File: src/rtl/temp_monitor.sv
// Temperature monitor for a 1-wire sensor reader.
//
// Takes one raw sample on each rising edge of done, checks it, and keeps a 4-sample
// moving average. An over-temperature alarm with hysteresis follows that average. A
// watchdog restarts the sensor if no result arrives for WDOG_CYCLES clocks.
//
// Ports:
//   clk        system clock, rising edge
//   rst_n      asynchronous active-low reset
//   done       result-ready flag from the reader (rising edge significant)
//   temp_data  raw two's-complement sample, LSB = 1/16 degC
//   t_hi       signed alarm threshold
//   t_hyst     unsigned alarm hysteresis
//   sens_rst   reset request to the reader, high for RST_LEN cycles
//   temp_avg   signed 4-sample moving average
//   avg_valid  one-cycle strobe, temp_avg updated
//   alarm      over-temperature flag
//   fault      last event was an invalid sample or a watchdog restart
//   err_cnt    saturating error counter
module temp_monitor #(
  parameter int unsigned WDOG_CYCLES = 125000000,
  parameter int unsigned RST_LEN     = 64
) (
  input  logic        clk,
  input  logic        rst_n,
  input  logic        done,
  input  logic [15:0] temp_data,
  input  logic [15:0] t_hi,
  input  logic [7:0]  t_hyst,
  output logic        sens_rst,
  output logic [15:0] temp_avg,
  output logic        avg_valid,
  output logic        alarm,
  output logic        fault,
  output logic [7:0]  err_cnt
);

  localparam int unsigned WdogW = (WDOG_CYCLES > 1) ? $clog2(WDOG_CYCLES) : 1;
  localparam int unsigned RstW  = (RST_LEN > 1) ? $clog2(RST_LEN) : 1;
  localparam logic [WdogW-1:0] WdogLast = WdogW'(WDOG_CYCLES - 1);
  localparam logic [RstW-1:0]  RstLast  = RstW'(RST_LEN - 1);
  localparam logic [15:0] PowerOnVal = 16'h0550;

  typedef enum logic [1:0] {StWait, StCheck, StAccum, StRestart} state_e;

  state_e            state_q, state_d;
  logic              done_q;
  logic [15:0]       sample_q, sample_d;
  logic [15:0]       smp_q [4];
  logic [15:0]       smp_d [4];
  logic [15:0]       smp_new [4];
  logic [2:0]        fill_q, fill_d, fill_inc;
  logic              discard_q, discard_d;
  logic [WdogW-1:0]  wdog_q, wdog_d;
  logic [RstW-1:0]   rcnt_q, rcnt_d;
  logic [15:0]       avg_q, avg_d, avg_new;
  logic              avg_valid_q, avg_valid_d;
  logic              alarm_q, alarm_d;
  logic              fault_q, fault_d;
  logic [7:0]        err_q, err_d, err_inc;

  logic              edge_det;
  logic              sample_ok;
  logic signed [17:0] sum, avg18, hi18, lo18;

  function automatic logic signed [17:0] sext18(input logic [15:0] v);
    return $signed({{2{v[15]}}, v});
  endfunction

  assign edge_det  = done & ~done_q;
  assign sample_ok = ($signed(sample_q) >= -16'sd880) && ($signed(sample_q) <= 16'sd2000);
  assign err_inc   = (err_q == 8'hFF) ? err_q : err_q + 8'd1;
  assign fill_inc  = (fill_q == 3'd4) ? fill_q : fill_q + 3'd1;

  // Buffer contents after shifting in the current sample; newest at index 0.
  always_comb begin
    smp_new[0] = sample_q;
    for (int i = 1; i < 4; i++) begin
      smp_new[i] = smp_q[i-1];
    end
  end

  // Arithmetic shift right by 2 of the 18-bit sum is simply bits [17:2] (floor).
  assign sum     = sext18(smp_new[0]) + sext18(smp_new[1]) + sext18(smp_new[2]) +
                   sext18(smp_new[3]);
  assign avg_new = sum[17:2];
  assign avg18   = sext18(avg_new);
  assign hi18    = sext18(t_hi);
  assign lo18    = hi18 - $signed({10'd0, t_hyst});

  always_comb begin
    state_d     = state_q;
    sample_d    = sample_q;
    smp_d       = smp_q;
    fill_d      = fill_q;
    discard_d   = discard_q;
    wdog_d      = '0;
    rcnt_d      = '0;
    avg_d       = avg_q;
    avg_valid_d = 1'b0;
    alarm_d     = alarm_q;
    fault_d     = fault_q;
    err_d       = err_q;

    unique case (state_q)
      StWait: begin
        // An edge wins over a coinciding watchdog expiry.
        if (edge_det) begin
          sample_d = temp_data;
          state_d  = StCheck;
        end else if (wdog_q == WdogLast) begin
          state_d   = StRestart;
          fault_d   = 1'b1;
          err_d     = err_inc;
          fill_d    = 3'd0;
          discard_d = 1'b1;
        end else begin
          wdog_d = wdog_q + WdogW'(1);
        end
      end
      StCheck: begin
        state_d   = StWait;
        discard_d = 1'b0;
        if (discard_q && (sample_q == PowerOnVal)) begin
          // Power-on default reading straight after a (re)start: drop it quietly.
        end else if (sample_ok) begin
          state_d = StAccum;
          fault_d = 1'b0;
          smp_d   = smp_new;
          fill_d  = fill_inc;
          if (fill_inc == 3'd4) begin
            avg_valid_d = 1'b1;
            avg_d       = avg_new;
            if (avg18 > hi18) begin
              alarm_d = 1'b1;
            end else if (avg18 < lo18) begin
              alarm_d = 1'b0;
            end
          end
        end else begin
          fault_d = 1'b1;
          err_d   = err_inc;
        end
      end
      StAccum: begin
        state_d = StWait;
      end
      StRestart: begin
        if (rcnt_q == RstLast) begin
          state_d = StWait;
        end else begin
          rcnt_d = rcnt_q + RstW'(1);
        end
      end
    endcase
  end

  always_ff @(posedge clk or negedge rst_n) begin
    if (!rst_n) begin
      state_q     <= StWait;
      done_q      <= 1'b0;
      sample_q    <= '0;
      for (int i = 0; i < 4; i++) begin
        smp_q[i] <= '0;
      end
      fill_q      <= '0;
      discard_q   <= 1'b1;
      wdog_q      <= '0;
      rcnt_q      <= '0;
      avg_q       <= '0;
      avg_valid_q <= 1'b0;
      alarm_q     <= 1'b0;
      fault_q     <= 1'b0;
      err_q       <= '0;
    end else begin
      state_q     <= state_d;
      done_q      <= done;
      sample_q    <= sample_d;
      smp_q       <= smp_d;
      fill_q      <= fill_d;
      discard_q   <= discard_d;
      wdog_q      <= wdog_d;
      rcnt_q      <= rcnt_d;
      avg_q       <= avg_d;
      avg_valid_q <= avg_valid_d;
      alarm_q     <= alarm_d;
      fault_q     <= fault_d;
      err_q       <= err_d;
    end
  end

  // Decoded from state so that reset drops the request immediately.
  assign sens_rst  = (state_q == StRestart);
  assign temp_avg  = avg_q;
  assign avg_valid = avg_valid_q;
  assign alarm     = alarm_q;
  assign fault     = fault_q;
  assign err_cnt   = err_q;

endmodule

File: config.mk
export PLATFORM = sky130hd
export DESIGN_NAME = temp_monitor
export DESIGN_NICKNAME = d
export VERILOG_FILES = /design/src/rtl/temp_monitor.sv
export SDC_FILE = /design/constraint.sdc
export NUM_CORES = 1
export LEC_CHECK = 0
export ABC_AREA = 1
export BUFFER_PORTS_ARGS = -buffer_cell sky130_fd_sc_hd__buf_2
export CELL_PAD_IN_SITES_DETAIL_PLACEMENT = 1
export CELL_PAD_IN_SITES_GLOBAL_PLACEMENT = 1
export CORE_ASPECT_RATIO = 0.75
export CORE_MARGIN = 4
export CORE_UTILIZATION = 45
export CTS_BUF_LIST = sky130_fd_sc_hd__clkbuf_8
export DETAILED_ROUTE_END_ITERATION = 7
export PLACE_DENSITY_LB_ADDON = 0.1
export SETUP_SLACK_MARGIN = 0.4
export SLEW_MARGIN = 40
export SYNTH_ARGS = -nofsm -noshare
export SYNTH_HDL_FRONTEND = slang
export SYNTH_SLANG_ARGS = --single-unit
File: constraint.sdc
create_clock -name clk -period 6.9 [get_ports clk]
set_input_delay 0.69 -clock clk [delete_from_list [all_inputs] [get_ports clk]]
set_output_delay 0.69 -clock clk [all_outputs]
set_load 0.03 [all_outputs]
==> results of run 1 <==
routing by layer:
| metal | vias up | track usage | routed length, um |
|---|---|---|---|
| met4 | 0 | 0.0362 | 121 |
| met1 | 3573 | 0.323 | 11400 |
| met2 | 98 | 0.321 | 9610 |
| met3 | 14 | 0.0357 | 804 |
| li1 | 3679 | - | - |
| met5 | - | 0 | 0 |
Yosys cell counts (all sizes together), types with 4 or more instances:
cell type / number
a211oi: 4
a21oi: 63
buf: 6
clkbuf: 14
dfrtp: 130
fa: 34
ha: 57
inv: 214
nand2: 262
nand3: 48
nand4: 21
nor2: 90
nor3: 20
nor4: 8
o21ai: 70
o21bai: 4
or2: 4
xnor2: 14
xor2: 22
kinds of logic (layout without fill, tap and decap cells):
group,count (synthesis),after routing
AND/OR/NAND/NOR,460,460
adder cells (fa/ha/maj),91,91
flip-flops,131,131
buffers and inverters,235,321
AO/OA/AOI/OAI,161,161
XOR/XNOR,36,36
multiplexers,2,2
layout make-up:
class	count	area, sq um	area share
multi-input combinational	750	4700	0.476
sequential	131	3280	0.332
inverter	215	807	0.0818
timing repair buffer	74	390	0.0395
tap	253	317	0.0321
clock buffer	18	248	0.0251
clock inverter	14	129	0.0131
sequential cells by signal, indices dropped and copies added (netlist names), 2 cells and up:
register,cells
sample_q,16
wdog_q,27
state_q,2
fill_q,3
err_cnt,8
temp_avg,16
smp_new,48
rcnt_q,6
per-stage QoR:
| stage | hold slack, ns | util |
|---|---|---|
| 3_3_place_gp | 0.454 | 0.490 |
| 2_1_floorplan | 0.394 | - |
| 4_1_cts | 0.241 | 0.509 |
| 3_5_place_dp | 0.461 | 0.490 |
| 6_report | 0.237 | 0.509 |
| 5_1_grt | 0.264 | 0.509 |
worst min-delay path by stage:
stage               slack [ns]                  endpoint  depth (start not counted)                      from
global route              0.26   smp_new[35]$_DFFE_PN0P_                          1                     rst_n
finish                    0.24   sample_q[3]$_DFFE_PN0P_                          1                     rst_n
detailed placement        0.46  temp_avg[12]$_DFFE_PN0P_                          2  temp_avg[12]$_DFFE_PN0P_
global placement          0.45   temp_avg[1]$_DFFE_PN0P_                          2   temp_avg[1]$_DFFE_PN0P_
CTS                       0.24   smp_new[35]$_DFFE_PN0P_                          1                     rst_n
floorplan                 0.39         alarm$_DFFE_PN0P_                          0                     rst_n
==> results by group, run 1 <==
Timing
  – Pins Over Slew Limit: 0
  – Final Critical Period: 4.75 ns
  – Slew @ Worst Pin: 0.726 ns
  – Setup TNS Final: 0 ns
  – Setup WS post-layout: 2.15 ns
  – Final Hold Fails: 0
  – Rel. slew slack: 0.516
  – Crit share post-route: 0.688
  – Setup violators final: 0
  – Fmax: 0.211 GHz
  – Clock Skew: 0.0164 ns
  – RSZ-0062 raised after global routing: no

Detailed routing
  – DRC: 0
  – Final WL: 21900 um
  – DR vias/cell: 5.06
  – Iter 0 DRT Violations: 445
  – Drt wl/cell: 15.1 um
  – Via Count: 7364
  – Drt first pass iters: 4
  – ANT nets after route: 0

Critical path
  – Reg2reg start: sample_q[1]$_DFFE_PN0P_
  – Crit Path Max Fanout: 4
  – R2r setup slk: 2.15 ns
  – Crit path launch: sample_q[1]$_DFFE_PN0P_
  – Levels on crit path: 23
  – Delay of the slowest cell on the worst path: 0.54 ns
  – Crit-path leading delay family: adder cells
  – WP buf/inv: 3
  – Cell count of the worst reg-to-reg path: 23
  – Setup crit end: alarm$_DFFE_PN0P_
  – Kind of critical path: flip-flop to flip-flop
  – WP data required: 7.29 ns
  – Slowest CP cell: fa_1
  – Startpoint types: flip-flop
  – Critical Path End Type: flip-flop
  – Crit path DAT: 5.14 ns
  – Crit path top cell by count: nand2_1
  – Worst-path cell chain: inv_1, fa_1, inv_1, fa_1, nand2_1, nor2_1, fa_1, nand3_1, nand3_1, nand2_1, nand2_1, a21oi_1, o21bai_1, xor2_1, inv_1, ha_1, nand2_1, or3_1, a31oi_1, nor3b_1, o21ai_0, nand3_1, nand2_1
  – Worst r2r dst: alarm$_DFFE_PN0P_

Logic synthesis
  – Post-synthesis sequential area ratio: 0.369
  – Synth Area in Compound Gates: 0.104
  – Simple-gate share of the synthesized area: 0.230
  – Mapped Avg Cell Area: 7.96 sq um
  – Synth Area in Adders: 0.157
  – Largest family of logic cells by synthesized area: simple AND/OR/NAND/NOR gates
  – YS warnings: 0
  – FFs w/ async S/R, synth: 1.00
  – Syn Std Cell Area: 8880 sq um
  – XOR/XNOR Fraction of Synth Area: 0.0355
  – Largest cells by area after synthesis: dfrtp_1 37%, nand2_1 11%, inv_1 8.8%
  – Synth cell types: 57
  – EDFF count, synth: 0
  – Largest area contributor in the netlist: dfrtp_1
  – Multiplexer area fraction after synthesis: 0.00254
  – Mapped Nets: 1250
  – Cells after synthesis: 1116
  – Flops & latches, synth: 131
  – Main synth FF type: dfrtp_1
  – Area fraction of the dominant cell type after synthesis: 0.366

Final layout
  – Final-layout fill cell count: 2432
  – ANT cells: 0
  – Final Instance Area: 9870 sq um
  – Finished Layout Cells: 1455
  – Commonest non-fill, non-tap cell in the layout: nand2_1
  – Layout cells sized above 1: 0.126
  – Most frequent cells in the layout: 260 x nand2_1, 209 x inv_1, 130 x dfrtp_1, 80 x nor2_1, 69 x buf_2
  – Final #Nets: 1323
  – Area growth syn-to-layout: 11.2%

Floorplanning
  – Width of the die: 170 um
  – Initial Util: 0.458
  – Die Ht: 130 um
  – Die area: 22100 sq um
  – IO Count: 71
  – Number of cell rows: 44
  – Core Box Area: 19400 sq um

Global routing
  – Vias in the first global route: 7530
  – Congestion Overflow GR: 0
  – Initial antenna violation count: 0
  – GRT Overall Usage: 0.211
  – Global-route wire length before repair: 37700 um
  – Largest net degree at the start of global routing: 85

Clock network
  – Longest Clk Path Bufs: 2
  – CTS Hold Bufs: 0
  – CTS root buf: clkbuf_8
  – Clock sinks: 131
  – CTS tree: built
  – Clock transition at the registers of the reported paths: 0.09 ns
  – Clock latency at the later pin of the worst-skew pair: 0.45 ns
  – Post_cts resized: 0
  – Total CTS buffers: 17
  – Clock H-tree levels: 4
  – Post-CTS Setup Inserts: 0

Status
  – Status: complete, no violations

Place
  – Placed Area: 9490 sq um
  – RD Place Congestion: 0.841
  – Placed cells: 1423
  – DP HPWL: 17300 um
  – # port buffers: 70
  – Setup WS pre-CTS: 2.20 ns

Job
  – Max Cap Viol: 0

Hold path
  – Hold Path Class: primary input to async pin
Power of run 1 is not shown: default switching activity piles up to over one toggle a cycle in this logic, so the estimate is an artifact.
==> run 2, diff against run 1 <==
clock period = 4.38 ns   (was 6.9 ns; I/O delays follow)
==> run 2 against run 1 <==
Effect of this change:
- cell area is 7.7% higher
- core utilization up 3.9 points
- via count grew 3.4%
- hold slack lost 0.14 ns
==> results by group, run 2 (same netlist as run 1, synthesis figures left out) <==
Timing
  – Final Critical Period: 4.19 ns (-0.558 ns)
  – RSZ-0062 raised after global routing: yes
  – Crit share post-route: 0.957 (+0.269)
  – Clock Skew: 0.0104 ns (-0.00604 ns)
  – Setup TNS Final: 0 ns (unchanged)
  – Final hold slack: 0.0932 ns (-0.144 ns)
  – Fmax: 0.238 GHz (+13%)
  – Slew @ Worst Pin: 0.684 ns (-0.0421 ns)
  – Final Hold Fails: 0 (unchanged)
  – Pins Over Slew Limit: 0 (unchanged)
  – Rel. slew slack: 0.544 (+0.0281)
  – Setup violators final: 0 (unchanged)

Final layout
  – Area growth syn-to-layout: 19.8%
  – Final #Nets: 1363 (+3.0%)
  – Most frequent cells in the layout: 252 x nand2_1, 193 x inv_1, 130 x dfrtp_1, 78 x nor2_1, 69 x buf_2
  – ANT cells: 0 (unchanged)
  – Commonest non-fill, non-tap cell in the layout: nand2_1
  – Final-layout fill cell count: 2401 (-1.3%)
  – Number of flip-flops under the largest register name: 48 (unchanged)
  – Layout cells sized above 1: 0.203 (+0.0764)

Critical path
  – Crit-path leading delay family: adder cells
  – Crit path DAT: 4.60 ns (-0.54 ns)
  – WP buf/inv: 3 (unchanged)
  – Kind of critical path: flip-flop to flip-flop
  – Slowest CP cell: fa_1
  – Worst-path cell chain: inv_2, fa_1, inv_1, fa_1, nand2_1, nor2_2, fa_2, nand3_2, nand3_4, nand2_4, nand2_4, a21oi_4, o21bai_1, xor2_1, inv_1, ha_4, nand2_1, or3_4, a31oi_4, nor3b_2, o21ai_1, nand3_1, nand2_1
  – Delay of the slowest cell on the worst path: 0.54 ns (about the same)
  – Critical Path End Type: flip-flop
  – Crit path top cell by count: nand2_1
  – Startpoint types: flip-flop
  – WP data required: 4.79 ns (-2.50 ns)
  – Crit Path Max Fanout: 4 (unchanged)

Detailed routing
  – Via Count: 7617 (+3.4%)
  – DR vias/cell: 5.09 (+0.67%)
  – Final WL: 24400 um (+12%)
  – Drt wl/cell: 16.3 um (+8.5%)
  – Iter 0 DRT Violations: 340 (-24%)
  – Drt first pass iters: 5 (+1)
  – ANT nets after route: 0 (unchanged)
  – DRC: 0 (unchanged)

Clock network
  – Longest Clk Path Bufs: 2 (unchanged)
  – CTS root buf: clkbuf_8
  – Clock latency at the later pin of the worst-skew pair: 0.47 ns (+0.02 ns)
  – Clock transition at the registers of the reported paths: 0.08 ns (about the same)
  – Clock sinks: 131 (unchanged)
  – Total CTS buffers: 17 (unchanged)
  – Clock H-tree levels: 4 (unchanged)
  – CTS tree: built

Global routing
  – Vias in the first global route: 7845 (+4.2%)
  – Global-route wire length before repair: 39700 um (+5.3%)
  – Initial antenna violation count: 0 (unchanged)
  – Largest net degree at the start of global routing: 103 (+21%)
  – GRT Overall Usage: 0.227 (+0.0155)
  – Congestion Overflow GR: 0 (unchanged)

Job
  – Max Cap Viol: 0 (unchanged)

Status
  – Status: complete, no violations

Floorplanning
  – Die area: 22100 sq um (unchanged)
  – Initial Util: 0.458 (unchanged)
  – Number of cell rows: 44 (unchanged)
  – Width of the die: 170 um (unchanged)
  – Die Ht: 130 um (unchanged)
  – IO Count: 71 (unchanged)
  – Core Box Area: 19400 sq um (unchanged)

Place
  – DP HPWL: 17800 um (+2.6%)
  – RD Place Congestion: 0.865 (+2.9%)
  – # port buffers: 70 (unchanged)

Hold path
  – Hold Path Class: primary input to flip-flop
## run 2: cell types whose count changed in the layout (fill, tap and decap cells not counted), sizes merged
cell	previous run	this run
buf	74	113
bufinv	1	5
clkbuf	18	20
clkinv	6	7
clkinvlp	2	0
dlygate4sd3	0	1
inv	220	215
## run 2: cell type report
class                           instances  area [sq um]  area share
Clock buffer                           20           275      0.0259
Clock inverter                         12           200      0.0188
Inverter                              215           807      0.0759
Multi-Input combinational cell        750          5040       0.474
Sequential cell                       131          3280       0.308
Tap cell                              253           317      0.0298
Timing Repair Buffer                  114           717      0.0674
## run 2: per-layer routing
metal	up-vias	global-route usage	share of wire
met5	-	0	0
met4	0	0.0451	0.010
met3	25	0.0430	0.036
met2	99	0.367	0.46
met1	3733	0.322	0.49
li1	3760	-	-
## run 2: path summary, 6_finish.rpt
check | start | end | slack (ns) | depth (start not counted)
worst max-delay path | sample_q[1]$_DFFE_PN0P_ | alarm$_DFFE_PN0P_ | 0.19 | 23
worst min-delay path | done | done_q$_DFF_PN0_ | 0.09 | 1
worst max register to register | sample_q[1]$_DFFE_PN0P_ | alarm$_DFFE_PN0P_ | 0.19 | 23
worst min register to register | wdog_q[0]$_DFF_PN0_ | wdog_q[0]$_DFF_PN0_ | 0.47 | 1
max in group asynchronous | rst_n | discard_q$_DFFE_PN1P_ | 2.80 | 4
min in group asynchronous | rst_n | smp_new[35]$_DFFE_PN0P_ | 0.42 | 2
## run 2: what timing repair did
| item | 4_1_cts | 5_1_grt |
|---|---|---|
| pin swaps | 18 | 32 |
| hold endpoints to repair | 0 | 30 |
| hold buffers | 0 | 1 |
| resized for setup | 38 | 29 |
| endpoints found under the setup margin | 1 | 1 |
| setup buffers | 11 | 12 |
## run 2: stage by stage
stage	instances	cell area [sq um]	worst slack, ns	util
final	1495	10600	0.187	0.549
after floorplan	1116	8890	0.441	-
after detailed placement	1438	9620	0.00550	0.496
after global placement	1438	9620	0.114	0.496
after CTS	1481	10400	0.218	0.536
after global routing	1495	10600	0.0334	0.549
Power of run 2 is left out for the same reason.
==> run 3, diff against run 2 <==
ABC_AREA = default   (was 1)
HOLD_SLACK_MARGIN = 0.1   (was default)
==> run 3 against run 2 <==
Effect of this change:
- the run now ends with negative setup slack left
- setup slack got worse by 0.47 ns
- via count decreased by 8.9%
- register-to-register slack got worse by 0.47 ns
- clock-buffer cell count decreased by 3
- critical endpoint unchanged
- wire length decreased by 7.1%
==> results by group, run 3 <==
Status
  – Status: complete, but fails checks
  – Failing checks: negative setup slack

Detailed routing
  – Via Count: 6939 (-8.9%)
  – Drt first pass iters: 4 (-1)
  – Drt wl/cell: 17.5 um (+7.1%)
  – Final WL: 22700 um (-7.1%)
  – DRC: 0 (unchanged)
  – ANT nets after route: 0 (unchanged)
  – DR vias/cell: 5.35 (+5.0%)
  – Iter 0 DRT Violations: 344 (+1.2%)

Critical path
  – Kind of critical path: flip-flop to flip-flop
  – Reg2reg start: smp_new[17]$_DFFE_PN0P_
  – Startpoint types: flip-flop
  – Critical Path End Type: flip-flop
  – Crit path DAT: 5.01 ns (+0.41 ns)
  – Cell count of the worst reg-to-reg path: 23 (unchanged)
  – Slowest CP cell: fa_1
  – WP buf/inv: 4 (+1)
  – R2r setup slk: -0.28 ns (-0.47 ns)
  – WP data required: 4.73 ns (-0.06 ns)
  – Crit-path leading delay family: adder cells
  – Delay of the slowest cell on the worst path: 0.53 ns (about the same)
  – Crit Path Max Fanout: 3 (-1)
  – Worst r2r dst: alarm$_DFFE_PN0P_
  – Worst-path cell chain: inv_2, fa_1, inv_1, fa_1, nand3b_1, inv_2, fa_2, a211oi_4, o21ai_2, a31oi_2, o21bai_1, a21oi_2, xnor2_2, ha_1, buf_4, nand4_1, nor3_4, nand3_2, nor3_2, a21oi_1, o211ai_1, nand4b_1, o21a_1

Timing
  – Fmax: 0.214 GHz (-10%)
  – Pins Over Slew Limit: 0 (unchanged)
  – Setup TNS Final: -0.283 ns (-0.283 ns)
  – Slew @ Worst Pin: 0.723 ns (+0.0393 ns)
  – Setup violators final: 1 (+1)
  – Final Critical Period: 4.66 ns (+0.470 ns)
  – Setup WS post-layout: -0.283 ns (-0.470 ns)
  – Final Hold Fails: 0 (unchanged)
  – RSZ-0062 raised after global routing: yes
  – Clock Skew: 0.0177 ns (+0.00738 ns)
  – Crit share post-route: 1.06 (+0.107)
  – Rel. slew slack: 0.518 (-0.0262)

Final layout
  – Number of flip-flops under the largest register name: 48 (unchanged)
  – Final #Nets: 1176 (-14%)
  – Area growth syn-to-layout: 23.4%
  – Commonest non-fill, non-tap cell in the layout: dfrtp_1
  – Layout cells sized above 1: 0.260 (+0.0568)
  – Core Util, Final: 0.574 (+0.0251)
  – ANT cells: 0 (unchanged)
  – Most frequent cells in the layout: 130 x dfrtp_1, 121 x inv_1, 97 x nand2_1, 90 x buf_4, 69 x buf_2
  – Final Instance Area: 10300 sq um (-3.3%)

Global routing
  – GR peak layer: met2
  – Initial antenna violation count: 1 (+1)
  – Vias in the first global route: 7840 (-0.064%)
  – Global-route wire length before repair: 38600 um (-2.8%)
  – Congestion Overflow GR: 0 (unchanged)
  – Met3 usage: 0.0405 (-0.00250)
  – GRT Overall Usage: 0.230 (+0.00335)
  – Largest net degree at the start of global routing: 132 (+28%)
  – Met1 usage: 0.309 (-0.0134)
  – GR Util met2: 0.396 (+0.0288)

Floorplanning
  – Die area: 20800 sq um (-5.8%)
  – Number of cell rows: 42 (-4.5%)
  – Width of the die: 165 um (-3.0%)
  – Initial Util: 0.465 (+0.00686)
  – Core Box Area: 17900 sq um (-7.5%)
  – IO Count: 71 (unchanged)
  – Die Ht: 126 um (-2.9%)

Logic synthesis
  – Synth cell types: 61 (+7.0%)
  – Mapped Avg Cell Area: 9.47 sq um (+19%)
  – Mapped Nets: 1014 (-19%)
  – Area fraction of the dominant cell type after synthesis: 0.390 (+0.0240)
  – Post-synthesis sequential area ratio: 0.394 (+0.0242)
  – Commonest cells post-synth: 130 x dfrtp_1, 126 x inv_1, 97 x nand2_1, 67 x o21ai_0, 59 x nor2_1
  – Flops & latches, synth: 131 (unchanged)
  – Most numerous cell in the Yosys netlist: dfrtp_1
  – FFs w/ async S/R, synth: 1.00 (unchanged)
  – EDFF count, synth: 0 (unchanged)
  – Largest area contributor in the netlist: dfrtp_1
  – Cells after synthesis: 880 (-21%)
  – Main synth FF type: dfrtp_1
  – Largest cells by area after synthesis: dfrtp_1 39%, ha_1 8.6%, fa_1 8.2%
  – Syn Std Cell Area: 8330 sq um (-6.1%)
  – YS warnings: 0 (unchanged)

Hold path
  – Hold Path Class: primary input to async pin

Clock network
  – Clock transition at the registers of the reported paths: 0.09 ns (about the same)
  – CTS tree: built
  – Total CTS buffers: 17 (unchanged)
  – CTS root buf: clkbuf_8
  – Clock sinks: 131 (unchanged)
  – Clock H-tree levels: 4 (unchanged)
  – Clock latency at the later pin of the worst-skew pair: 0.45 ns (-0.02 ns)
  – Longest Clk Path Bufs: 2 (unchanged)

Place
  – # port buffers: 70 (unchanged)
  – Placed Area: 9650 sq um (+0.30%)
  – DP HPWL: 17600 um (-1.2%)
  – RD Place Congestion: 0.860 (-0.57%)

Job
  – Max Cap Viol: 0 (unchanged)
## run 3: cell types whose count changed after synthesis, moves of 21 or more
cell / delta
nor2_1: -21
nand3_1: -25
xnor2_1: +22
mux2_2: +21
inv_1: -82
a21oi_1: -34
nand2_1: -163
## run 3: final cells by class
| cell class | count | area [sq um] |
|---|---|---|
| Clock buffer | 17 | 234 |
| Clock inverter | 15 | 173 |
| Fill cell | 2073 | 7640 |
| Inverter | 126 | 473 |
| Multi-Input combinational cell | 604 | 4750 |
| Sequential cell | 131 | 3280 |
| Tap cell | 242 | 303 |
| Timing Repair Buffer | 162 | 1070 |
## run 3: cell families after synthesis
family	after synthesis	synth area share
compound gates	168	0.123
xor+xnor	61	0.0641
fa+ha+maj	92	0.168
buf+inv	145	0.0694
flops	131	0.394
mux	23	0.0311
simple gates	260	0.150
## run 3: worst reg2reg max path: stages, from the launching register on
cell      delay [ns]
dfrtp_1         0.37
inv_2           0.05
fa_1            0.53
inv_1           0.05
fa_1            0.42
nand3b_1        0.17
inv_2           0.06
fa_2            0.37
a211oi_4        0.25
o21ai_2         0.12
a31oi_2         0.23
o21bai_1        0.11
a21oi_2         0.17
xnor2_2         0.10
ha_1            0.30
buf_4           0.10
nand4_1         0.13
nor3_4          0.27
nand3_2         0.11
nor3_2          0.14
a21oi_1         0.07
o211ai_1        0.15
nand4b_1        0.14
o21a_1          0.18
## run 3: worst max-delay path by stage
stage / from / end / slack [ns] / depth (start not counted)
2_1_floorplan: smp_new[17]$_DFFE_PN0P_ / alarm$_DFFE_PN0P_ / 0.03 / 22
3_3_place_gp: sample_q[8]$_DFFE_PN0P_ / alarm$_DFFE_PN0P_ / -0.29 / 21
6_report: smp_new[17]$_DFFE_PN0P_ / alarm$_DFFE_PN0P_ / -0.28 / 23
5_1_grt: smp_new[17]$_DFFE_PN0P_ / alarm$_DFFE_PN0P_ / -0.60 / 23
4_1_cts: smp_new[17]$_DFFE_PN0P_ / alarm$_DFFE_PN0P_ / -0.29 / 22
3_5_place_dp: sample_q[3]$_DFFE_PN0P_ / alarm$_DFFE_PN0P_ / -0.50 / 21
## run 3: through the flow
step                      std cells  setup slack [ns]  hold WS (ns)
after floorplan                 880            0.0269         0.142
after global placement         1256            -0.293         0.447
after detailed placement       1256            -0.496         0.463
after CTS                      1297            -0.294         0.119
after global routing           1297            -0.602         0.110
final                          1297            -0.283        0.0674
## run 3: timing repair
item                       CTS  global route
hold buffers                 1             0
pin swaps                   23            11
resized for setup           19            15
buffers inserted             8             0
hold endpoints to repair     1             0
setup endpoints to repair    1             1
## run 3: per-layer routing
metal | vias up | share of wire
met1 | 3533 | 0.46
met5 | - | 0
met3 | 26 | 0.032
li1 | 3276 | -
met4 | 0 | 0.0089
met2 | 104 | 0.50
Power of run 3 is left out for the same reason.
